--- src/rtl/dac_source_arbiter.sv ---
// Arbitrates the sweep generator and the PML NCO path onto one DAC serializer, muting the
// output to mid-scale for a fixed interval whenever ownership changes.
module dac_source_arbiter #(
  parameter int unsigned MUTE_CYCLES = 16,
  parameter logic [15:0] MIDSCALE    = 16'h8000
) (
  input  logic               clk_50,
  input  logic               reset_n,
  input  logic               sweep_req,
  input  logic signed [15:0] sweep_data,
  input  logic               sweep_valid,
  input  logic               pml_req,
  input  logic signed [15:0] pml_data,
  input  logic               pml_valid,
  input  logic               stop_cmd,
  input  logic               dac_busy,
  output logic [15:0]        dac_data,
  output logic               dac_start,
  output logic [1:0]         grant,
  output logic               running
);

  typedef enum logic [1:0] {
    StIdle       = 2'b00,
    StGrantSweep = 2'b01,
    StGrantPml   = 2'b10,
    StSwitch     = 2'b11
  } state_e;

  localparam logic [7:0] MuteLast = 8'(MUTE_CYCLES - 1);

  state_e      state_q, state_d;
  state_e      target_q, target_d;
  logic [7:0]  mute_cnt_q, mute_cnt_d;
  logic [15:0] hold_q, hold_d;
  logic [15:0] dac_data_q, dac_data_d;
  logic        pending_q, pending_d;
  logic        start_q, start_d;
  logic        lock_sweep_q, lock_sweep_d;
  logic        lock_pml_q, lock_pml_d;
  logic        sweep_ok, pml_ok, enter_switch;

  always_ff @(posedge clk_50 or negedge reset_n) begin
    if (!reset_n) begin
      state_q      <= StIdle;
      target_q     <= StIdle;
      mute_cnt_q   <= '0;
      hold_q       <= MIDSCALE;
      dac_data_q   <= MIDSCALE;
      pending_q    <= 1'b0;
      start_q      <= 1'b0;
      lock_sweep_q <= 1'b0;
      lock_pml_q   <= 1'b0;
    end else begin
      state_q      <= state_d;
      target_q     <= target_d;
      mute_cnt_q   <= mute_cnt_d;
      hold_q       <= hold_d;
      dac_data_q   <= dac_data_d;
      pending_q    <= pending_d;
      start_q      <= start_d;
      lock_sweep_q <= lock_sweep_d;
      lock_pml_q   <= lock_pml_d;
    end
  end

  always_comb begin
    sweep_ok     = sweep_req & ~lock_sweep_q;
    pml_ok       = pml_req & ~lock_pml_q;
    state_d      = state_q;
    target_d     = target_q;
    mute_cnt_d   = mute_cnt_q;
    hold_d       = hold_q;
    pending_d    = pending_q;
    dac_data_d   = dac_data_q;
    enter_switch = 1'b0;
    // A lockout only survives while its request stays high.
    lock_sweep_d = lock_sweep_q & sweep_req;
    lock_pml_d   = lock_pml_q & pml_req;

    // Launch one cycle after a pending sample meets an idle serializer; never back-to-back.
    start_d = pending_q & ~dac_busy & ~start_q;
    if (start_d) begin
      dac_data_d = hold_q;
      pending_d  = 1'b0;
    end

    if (stop_cmd) begin
      lock_sweep_d = sweep_req;
      lock_pml_d   = pml_req;
      enter_switch = (state_q != StSwitch);
      state_d      = StSwitch;
      target_d     = StIdle;
      mute_cnt_d   = '0;
    end else begin
      unique case (state_q)
        StIdle: begin
          if (pml_ok) begin
            enter_switch = 1'b1;
            target_d     = StGrantPml;
          end else if (sweep_ok) begin
            enter_switch = 1'b1;
            target_d     = StGrantSweep;
          end
        end
        StGrantSweep: begin
          if (pml_ok) begin
            enter_switch = 1'b1;
            target_d     = StGrantPml;
          end else if (!sweep_req) begin
            enter_switch = 1'b1;
            target_d     = StIdle;
          end else if (sweep_valid) begin
            hold_d    = sweep_data ^ 16'h8000;
            pending_d = 1'b1;
          end
        end
        StGrantPml: begin
          if (!pml_req) begin
            enter_switch = 1'b1;
            target_d     = sweep_ok ? StGrantSweep : StIdle;
          end else if (pml_valid) begin
            hold_d    = pml_data ^ 16'h8000;
            pending_d = 1'b1;
          end
        end
        StSwitch: begin
          if (mute_cnt_q == MuteLast) begin
            state_d    = target_q;
            mute_cnt_d = '0;
          end else begin
            mute_cnt_d = mute_cnt_q + 8'd1;
          end
        end
        default: state_d = StIdle;
      endcase
    end

    // Every entry into the mute interval queues a mid-scale conversion.
    if (enter_switch) begin
      state_d    = StSwitch;
      mute_cnt_d = '0;
      hold_d     = MIDSCALE;
      pending_d  = 1'b1;
    end
  end

  assign dac_data  = dac_data_q;
  assign dac_start = start_q;
  assign grant     = state_q;
  assign running   = (state_q == StGrantSweep) || (state_q == StGrantPml);

endmodule

--- config.mk ---
export PLATFORM = sky130hd
export DESIGN_NAME = dac_source_arbiter
export DESIGN_NICKNAME = d
export VERILOG_FILES = /design/src/rtl/dac_source_arbiter.sv
export SDC_FILE = /design/constraint.sdc
export NUM_CORES = 1
export LEC_CHECK = 0
export BUFFER_PORTS_ARGS = -buffer_cell sky130_fd_sc_hd__buf_4
export CAP_MARGIN = 15
export CORE_AREA = 4 4 76 78
export CTS_CLUSTER_DIAMETER = 60
export DETAILED_ROUTE_END_ITERATION = 10
export DIE_AREA = 0 0 80 82
export HOLD_SLACK_MARGIN = 0.02
export PLACE_DENSITY_LB_ADDON = 0.15
export SLEW_MARGIN = 10
export SYNTH_ARGS = -nofsm -noshare
export SYNTH_HDL_FRONTEND = slang
export SYNTH_SLANG_ARGS = --single-unit
--- constraint.sdc ---
create_clock -name clk_50 -period 3.3 [get_ports clk_50]
set_input_delay 0.33 -clock clk_50 [delete_from_list [all_inputs] [get_ports clk_50]]
set_output_delay 0.33 -clock clk_50 [all_outputs]
set_load 0.05 [all_outputs]
* Word-level counts from Yosys, hierarchy flattened
Index checks and enable logic that the tools add are counted.
Word-level totals: bits in registers 48, input port bits 40, output and inout bits 20
Operators by class: multiplexer cells 42, equality and inequality tests 14, add/subtract/negate cells 1, bitwise logic cells 12, reduce and logical (&&, ||, !) cells 9
Operators with widths (count):
- 16-bit 2-to-1 mux | 7
- 8-bit 2-to-1 mux | 4
- 16-bit one-hot mux with 2 select lines | 1
- 2-bit 2-to-1 mux | 10
- 3-bit != test (second input constant) | 6
- 1-bit 2-to-1 mux | 17
- 3-bit nonzero test | 3
- 8-bit by 1-bit adder with 8-bit output (second input constant) | 1
- 8-bit by 4-bit == test with 1-bit output (second input constant) | 1
- 4-bit != test (second input constant) | 2
- 7-bit AND reduction | 1
- 1-bit AND | 6
- 1-bit NOT | 6
- 2-bit one-hot mux with 3 select lines | 1
- 2-bit == test (second input constant) | 2
- 4-bit AND reduction | 1
- 4-bit nonzero test | 1
- 1-bit one-hot mux with 3 select lines | 1
- 2-bit by 1-bit == test with 1-bit output (second input constant) | 1
- 2-bit zero test | 1
- 2-bit by 1-bit != test with 1-bit output (second input constant) | 1
- 2-bit != test (second input constant) | 1
- 1-bit one-hot mux with 2 select lines | 1
- 2-bit AND reduction | 1
- 1-bit logical OR | 1

* Logic depth before layout (Yosys ltp)
Gate-level depths: netlist of the first run.
word-level depth 10, gate-level depth with buffers 8, mapped depth without buffers 7

* Worst setup path before layout of the first run
No wires, ideal clock.
path kind register -> register, from register state_q[1], in the netlist grant[1], to register state_q[1], in the netlist grant[1], arrival 2.176 ns, slack 1.044 ns, required time 3.221 ns, stages on the path, launching flop included 8, path buffers 0, cells stage by stage dfrtp_1 inv_1 ha_1 or3b_4 a311oi_2 nor2_2 nor2_4 mux2i_1
On the way: word-level cells in the longest chain between the ends 5, elaborated cells between the ends (all ways) 11, classes of those cells 4 x eq/ne; 3 x mux; 4 x reduce/logical
RTL lines:
- start: declaration | line 32 | state_e state_q, state_d;
- start signal: assignment | line 45 | state_q <= StIdle;
- start signal: assignment | line 55 | state_q <= state_d;
- 2-bit == test, or another cell as far along | line 96 | unique case (state_q)
- 1-bit one-hot mux with 3 select lines | line 96
- 1-bit 2-to-1 mux | line 88 | if (stop_cmd) begin
- 3-bit nonzero test (no line)
- 2-bit AND reduction (no line)
Several ways; a longest one is shown, not always the timed one. A chain may end at the register's enable or synchronous reset.

* Worst setup path after layout of the first run
from register state_q[0], in the netlist grant[0], to register hold_q[15]
On the way: word-level cells in the longest chain between the ends 5, elaborated cells between the ends (all ways) 17, classes of those cells 9 x eq/ne; 5 x mux; 3 x reduce/logical
RTL lines:
- 2-bit == test, or another cell as far along | line 96
- 1-bit one-hot mux with 3 select lines | line 96
- 1-bit 2-to-1 mux | line 88
- 3-bit != test (no line), or another cell as far along
- 7-bit AND reduction (no line)
- end signal: assignment | line 58 | hold_q <= hold_d;
- end: declaration | line 35 | logic [15:0] hold_q, hold_d;
Several ways; a longest one is shown, not always the timed one. The select of a mux whose other input is x is not followed.

==> results.toml, run 1 <==
[die]
die_y_um = 82
die_w_um = 80
dieArea_um2 = 6560
coreArea_um2 = 5070
start_util_pct = 48.5
rows = 26
ioPinCount = 60

[final_layout]
final_common_cell = "buf_4"
diodes = 0
final_cell_mix = "buf_4 (62), dfrtp_1 (46), nor2_1 (26)"
multi_input_area_um2 = 1190
area_growth_pct = 25.6
utilization_pct = 60.9
seqCellArea_um2 = 1200
nets = 319
fillerInstances = 444
drive_gt1_share_pct = 38.7

[routing]
wl_per_cell_um = 14.9
finalWirelength_um = 5120
dr_total_vias = 1799
viasPerCell = 5.23
drtPass1Iterations = 4
drtAntennaViolNets = 0
drtIter0Drc = 72
drcViolationCount = 0

[worst_setup_path]
critPathKind = "register to register"
cp_max_fo = 31
r2r_start = "grant[0]$_DFFE_PN0P_"
rr_endpoint = "hold_q[15]$_DFFE_PN1P_"
cpMaxStageDelayCell = "ha_1"
reg2reg_depth = 7
cp_top_family = "adder cells"
critPathLaunch = "grant[0]$_DFFE_PN0P_"
crit_path_start_kind = "register"
cp_slowest_stage_delay_ns = 0.51
reg2reg_setup_slack_ns = 0.92
path_buf_inv = 2
endpoint_kind = "register"
crit_chain = "inv_1 -> ha_1 -> nand3_1 -> a221oi_4 -> buf_4 -> mux2i_1 -> o21ai_0"
crit_arrival_ns = 2.60
critPathRequiredTime_ns = 3.52

[timing]
relSlewSlack_pct = 60.2
fmax_mhz = 420
rsz0062_at_grt = "false"
post-route-min-period_ns = 2.38
worstMarginPinSlew_ns = 0.597
finalHoldViolCount = 0
setup_violations = 0
fin_setup_tns_ns = 0
slew_violations = 0
fin_worst_skew_ns = 0.00661
fin_crit_sh_pct = 72.2

[power_and_ir_drop]
powerDensity_nw_per_um2 = 816
ir_worst_vdd_uv = 443
power_leakage_nw = 1.44

[placed_design]
gp_congestion = 0.766
port_buffers = 59
dp_hpwl_um = 3660

[global_routing]
grt_pass1_vias = 1776
grtUsageMet2_pct = 25.5
grt_overflow_total = 0
met3_usage_pct = 4.61
gr-usage-met1_pct = 23.2
grt_busiest_layer = "met2"
grt_pass1_wl_um = 8450
antenna_found_initial = 0
grt_max_degree = 49
grtUsageTotal_pct = 16.7

[logic_synthesis]
synth-edff-count = 0
async_flop_share_pct = 100
synthCells = 212
synth_area_um2 = 2460
seq_area_frac_synth_pct = 48.9
avgSynthCellArea_um2 = 11.6
synth_flop_cell = "dfrtp_1"
synth_nets = 258
yosysWarnings = 0
ys_types = 50
ys_seq_elements = 48

[cts]
cts_made_buffers = 5
h-tree-depth = 2
hold_buffers = 0
cts_resized = 0
cts_tree = "built"
clk_pin_slew_ns = 0.09
postCtsSetupRepairBufs = 0
cts_buffer_depth = 2
clkSinkCount = 48
clk_latency_ns = 0.30
clock-root-buffer = "clkbuf_8"

[flow_run]
maxCapViolations = 0

[worst_hold_path]
hold_class = "primary input to async pin"

[outcome]
status = "completed"
-- metal layers --
layer  vias up  share of wire [%]
met5         -                  0
li1        895                  -
met2        42                 44
met1       857                 49
met3         5                5.5
met4         0                1.2
-- flip-flops by register name, summed over array words and instances (netlist names), 2 cells and up --
name,cells
grant,2
dac_data,16
mute_cnt_q,8
target_q,2
hold_q,16
-- synthesized netlist by cell type (all sizes together) (4+ instances only) --
cell type	number	share of area, %
a211oi	15	4.6
buf	7	2.1
dfrtp	46	47
ha	6	3.1
inv	7	1.1
mux2	16	7.3
mux2i	21	8.5
nand2	11	1.7
nand2b	4	1.6
nand3	4	1.0
nor2	29	5.1
o21ai	5	1.0
-- power by group --
part	leakage, nW	switching [mW]	internal [mW]
combinational	0.742	0.777	0.484
sequential	0.635	0.0822	0.729
clock	0.0614	0.201	0.248
-- through the flow --
stage,std cells,total power [mW],setup slack (ns),instance area (um^2),hold slack [ns]
floorplan,212,1.78,1.04,2460,0.0344
global placement,336,2.07,1.06,2970,0.382
detailed placement,336,2.09,0.938,2970,0.380
CTS,344,2.54,0.904,3090,0.0482
global route,344,2.68,0.723,3090,0.0688
finish,344,2.52,0.916,3090,0.0293
-- area by class of cell --
type / count / share of cell area [%]
clock buffer: 6 / 2.67
clock inverter: 2 / 1.26
inverter: 7 / 0.850
multi-input combinational: 149 / 38.4
sequential: 48 / 38.9
tap: 70 / 2.83
timing repair buffer: 62 / 15.1
-- how the worst max path moves through the flow --
stage / to / slack (ns) / cells past startpoint
after global placement: hold_q[15]$_DFFE_PN1P_ / 1.06 / 7
after detailed placement: hold_q[15]$_DFFE_PN1P_ / 0.94 / 7
after CTS: hold_q[15]$_DFFE_PN1P_ / 0.90 / 7
after global routing: hold_q[15]$_DFFE_PN1P_ / 0.72 / 7
after floorplan: grant[1]$_DFFE_PN0P_ / 1.04 / 7
final: hold_q[15]$_DFFE_PN1P_ / 0.92 / 7
-- logic make-up after synthesis --
| family | count (synthesis) | synth area share, % |
|---|---|---|
| XOR/XNOR | 2 | 0.712 |
| adder cells (fa/ha/maj) | 6 | 3.05 |
| AND/OR/NAND/NOR | 62 | 14.2 |
| flip-flops | 48 | 48.9 |
| multiplexers | 37 | 15.9 |
| buffers and inverters | 15 | 3.31 |
| AO/OA/AOI/OAI | 42 | 13.9 |
Note: power is estimated with default switching activity, not from simulation.
==> run 2: changes to the inputs <==
- clock period: 3.3 -> 2.3 ns (I/O delays scaled with it)
==> run 2 against run 1 <==
Critical endpoint is now grant[1]$_DFFE_PN0P_. Via count is 2.6% higher. Highest routed layer unchanged. Setup slack lost 0.67 ns. Largest cell class unchanged. Register-to-register slack lost 0.67 ns.
==> results.toml, run 2 (synthesized netlist as in run 1, its figures left out) <==
[outcome]
status = "completed"

[final_layout]
drive_gt1_share_pct = 39.4
area_growth_pct = 26.8
diodes = 0
final_cell_mix = "buf_4 (65), dfrtp_1 (46), nor2_1 (26)"
final_common_cell = "buf_4"
nets = 324
seqCellArea_um2 = 1200
final_cells = 349
fillerInstances = 449
multi_input_area_um2 = 1190
utilization_pct = 61.4

[cts]
postCtsSetupRepairBufs = 0
cts_tree = "built"
clock-root-buffer = "clkbuf_8"
clkSinkCount = 48
hold_buffers = 1
h-tree-depth = 2
cts_resized = 0
clk_pin_slew_ns = 0.09
cts_buffer_depth = 2
clk_latency_ns = 0.30
cts_made_buffers = 5

[timing]
finalWorstSetupSlack_ns = 0.243
worstMarginPinSlew_ns = 0.602
finalHoldViolCount = 0
fin_worst_skew_ns = 0.00696
hold_ws_ns = 0.171
fin_crit_sh_pct = 89.4
setup_violations = 0
post-route-min-period_ns = 2.06
fin_setup_tns_ns = 0
relSlewSlack_pct = 59.9
fmax_mhz = 486
rsz0062_at_grt = "false"
slew_violations = 0

[worst_setup_path]
critPathLaunch = "grant[1]$_DFFE_PN0P_"
cp_max_fo = 5
cpMaxStageDelayCell = "dfrtp_1"
critPathKind = "register to register"
cp_slowest_stage_delay_ns = 0.42
endpoint_kind = "register"
r2r_start = "grant[1]$_DFFE_PN0P_"
crit_chain = "inv_1 -> ha_1 -> or2b_2 -> a311oi_2 -> nor2_2 -> nor2_4 -> mux2i_1"
crit_path_start_kind = "register"
reg2reg_depth = 7
critPathRequiredTime_ns = 2.52
crit_arrival_ns = 2.28
path_depth = 7
setup.worst_path.end = "grant[1]$_DFFE_PN0P_"
cp_top_family = "simple AND/OR/NAND/NOR gates"
reg2reg_setup_slack_ns = 0.24
path_buf_inv = 1
rr_endpoint = "grant[1]$_DFFE_PN0P_"

[routing]
finalWirelength_um = 5040
wl_per_cell_um = 14.4
viasPerCell = 5.29
drtAntennaViolNets = 0
drcViolationCount = 0
drtIter0Drc = 67
drtPass1Iterations = 4
dr_total_vias = 1846

[placed_design]
place_ws_ns = 0.241
dp_hpwl_um = 3820
placedCellCount = 340
port_buffers = 59
gp_congestion = 0.806

[global_routing]
grt_pass1_vias = 1804
grtUsageTotal_pct = 16.5
grt_max_degree = 49
antenna_found_initial = 0
grt_pass1_wl_um = 8400
grt_overflow_total = 0

[power_and_ir_drop]
power_leakage_nw = 1.46
powerDensity_nw_per_um2 = 1140
ir_worst_vdd_uv = 575

[die]
start_util_pct = 48.5
dieArea_um2 = 6560
ioPinCount = 60
die_y_um = 82
die_w_um = 80
rows = 26
coreArea_um2 = 5070

[worst_hold_path]
hold_class = "primary input to register"

[flow_run]
maxCapViolations = 0
## run 2: metal layers
metal  wire length, um  global-route usage (%)
met5                 0                       0
met2              2320                    25.3
met1              2370                    23.4
met3               288                    3.29
met4                58                    5.07
## run 2: cell type report
class,count,area share (%)
Inverter,7,0.843
Tap cell,70,2.81
Sequential cell,48,38.6
Clock inverter,2,0.441
Clock buffer,6,2.65
Timing Repair Buffer,67,16.6
Multi-Input combinational cell,149,38.0
## run 2: worst reg2reg max path: stages (launching register included)
cell and delay [ns]:
dfrtp_1 0.42, inv_1 0.13, ha_1 0.29, or2b_2 0.37, a311oi_2 0.33, nor2_2 0.14, nor2_4 0.13, mux2i_1 0.19
## run 2: power by group
group | internal [mW] | switching, mW | leakage (nW) | total, mW
registers | 1.05 | 0.114 | 0.635 | 1.16
logic | 0.760 | 1.12 | 0.771 | 1.88
clock network | 0.246 | 0.280 | 0.0516 | 0.526
total | 2.05 | 1.51 | 1.46 | 3.57
## run 2: worst min-delay path by stage
stage	startpoint	endpoint	slack, ns	cells past startpoint
global placement	reset_n	mute_cnt_q[3]$_DFFE_PN0P_	0.28	1
detailed placement	reset_n	mute_cnt_q[3]$_DFFE_PN0P_	0.28	1
global route	stop_cmd	target_q[0]$_DFFE_PN0P_	0.16	2
floorplan	reset_n	dac_data[0]$_DFFE_PN0P_	-0.07	0
CTS	stop_cmd	target_q[1]$_DFFE_PN0P_	0.16	2
finish	stop_cmd	target_q[1]$_DFFE_PN0P_	0.17	2
## run 2: metrics by stage
stage	total power, mW	instance area (um^2)
floorplan	2.55	2460
global placement	3.05	3010
detailed placement	3.07	3010
CTS	3.61	3120
global route	3.81	3120
finish	3.57	3120
==> run 3: changes to the inputs <==
- CELL_PAD_IN_SITES_DETAIL_PLACEMENT: default -> 0
- CELL_PAD_IN_SITES_GLOBAL_PLACEMENT: default -> 1
- CORE_AREA: 4 4 76 78 -> 4 4 83 85
- DIE_AREA: 0 0 80 82 -> 0 0 87 89
==> run 3 against run 2 <==
Non-clock buffer count is 2 higher. Clock power rose by 18%. Final cell count is 2.6% higher. Design area increased by 0.96%. Die area increased by 18%. Setup slack worse by 0.036 ns. Sequential power barely moved. Sequential cell count stayed put. Global-route usage shrank 2.2 points. Largest power group unchanged.
==> results.toml, run 3 (synthesized netlist as in run 1, its figures left out) <==
[outcome]
status = "completed"

[placed_design]
dp_hpwl_um = 3990
placedCellCount = 349
dpl-instance-area_um2 = 3020
gp_congestion = 0.763
port_buffers = 59

[cts]
cts_tree = "built"
clk_latency_ns = 0.30
cts_made_buffers = 5
clkSinkCount = 48
h-tree-depth = 2
clk_pin_slew_ns = 0.09
postCtsSetupRepairBufs = 0
cts_buffer_depth = 2
clock-root-buffer = "clkbuf_8"

[timing]
setup_violations = 0
slew_violations = 0
finalHoldViolCount = 0
fmax_mhz = 478
rsz0062_at_grt = "false"
worstMarginPinSlew_ns = 0.599
fin_worst_skew_ns = 0.00411
fin_setup_tns_ns = 0
fin_crit_sh_pct = 91.0
relSlewSlack_pct = 60.1
post-route-min-period_ns = 2.09

[die]
start_util_pct = 39.6
ioPinCount = 60
rows = 29
coreArea_um2 = 6200
dieArea_um2 = 7740
die_y_um = 89
die_w_um = 87

[flow_run]
maxCapViolations = 0

[worst_setup_path]
rr_endpoint = "hold_q[7]$_DFFE_PN0P_"
critPathKind = "register to register"
r2r_start = "grant[1]$_DFFE_PN0P_"
crit_path_start_kind = "register"
endpoint_kind = "register"
critPathRequiredTime_ns = 2.48
reg2reg_depth = 8
reg2reg_setup_slack_ns = 0.21
cp_max_fo = 7
crit_arrival_ns = 2.27

[worst_hold_path]
hold_end = "target_q[0]$_DFFE_PN0P_"
hold_depth = 2
hold_path.startpoint = "stop_cmd"
hold_class = "primary input to register"

[routing]
viasPerCell = 5.02
drtPass1Iterations = 3
dr_total_vias = 1796
drtAntennaViolNets = 0
drcViolationCount = 0
finalWirelength_um = 5250
wl_per_cell_um = 14.7
drtIter0Drc = 61

[final_layout]
final_common_cell = "buf_4"
fillerInstances = 588
fin_area_um2 = 3150
area_growth_pct = 28.0
diodes = 0
final_cells = 358
nets = 326
final_cell_mix = "buf_4 (68), dfrtp_1 (46), nor2_1 (26)"
drive_gt1_share_pct = 39.9

[global_routing]
grt_pass1_vias = 1733
grt_overflow_total = 0
grtUsageTotal_pct = 14.2
grt_max_degree = 49
grt_pass1_wl_um = 8530
antenna_found_initial = 0

[power_and_ir_drop]
ir_worst_vdd_uv = 687
power_leakage_nw = 1.47
powerDensity_nw_per_um2 = 1160
## run 3: worst max path at each step
stage / start / endpoint / slack, ns / depth (start not counted)
6_report: grant[1]$_DFFE_PN0P_ / hold_q[7]$_DFFE_PN0P_ / 0.21 / 8
5_1_grt: grant[1]$_DFFE_PN0P_ / hold_q[7]$_DFFE_PN0P_ / 0.05 / 8
4_1_cts: grant[1]$_DFFE_PN0P_ / hold_q[7]$_DFFE_PN0P_ / 0.18 / 8
3_5_place_dp: grant[1]$_DFFE_PN0P_ / hold_q[7]$_DFFE_PN0P_ / 0.19 / 8
3_3_place_gp: grant[1]$_DFFE_PN0P_ / hold_q[0]$_DFFE_PN0P_ / 0.25 / 8
2_1_floorplan: grant[1]$_DFFE_PN0P_ / grant[1]$_DFFE_PN0P_ / 0.04 / 7
## run 3: where the power goes
group | total, mW | switching [mW] | internal (mW) | leakage, nW
Combinational | 1.88 | 1.13 | 0.752 | 0.777
Clock | 0.622 | 0.294 | 0.328 | 0.0548
Sequential | 1.16 | 0.113 | 1.04 | 0.635
## run 3: metal layers
metal / up-vias / routed length (um) / global-route usage, %
met5: - / 0 / 0
met4: 0 / 62 / 4.82
met3: 5 / 306 / 3.41
met2: 41 / 2350 / 20.9
met1: 847 / 2530 / 20.5
li1: 903 / - / -
## run 3: critical path: stages (launching register included)
cell	delay, ns
dfrtp_1	0.42
inv_1	0.13
ha_1	0.28
or2b_2	0.37
a31oi_4	0.24
nor2_1	0.11
nor2_4	0.19
buf_4	0.18
a211oi_1	0.05
## run 3: final cells by class
type	instances	area, um^2	area share (%)
Multi-Input combinational cell	149	1190	37.7
Clock buffer	5	68.8	2.19
Inverter	7	26.3	0.835
Timing Repair Buffer	69	520	16.5
Tap cell	77	96.3	3.06
Clock inverter	3	46.3	1.47
Sequential cell	48	1200	38.2
## run 3: repair_timing
item	4_1_cts	5_1_grt
gates resized for setup	0	0
endpoints found under the setup margin	0	0
hold endpoints to repair	46	0
hold buffers	1	0
## run 3: stage by stage
stage                     util, %  worst slack (ns)  hold WS [ns]  power (mW)
final                        50.7             0.207         0.162        3.66
after floorplan                 -            0.0442       -0.0656        2.55
after global routing         50.7            0.0469         0.170        3.92
after detailed placement     48.7             0.188         0.293        3.08
after CTS                    50.7             0.177         0.154        3.72
after global placement       48.7             0.253         0.287        3.06
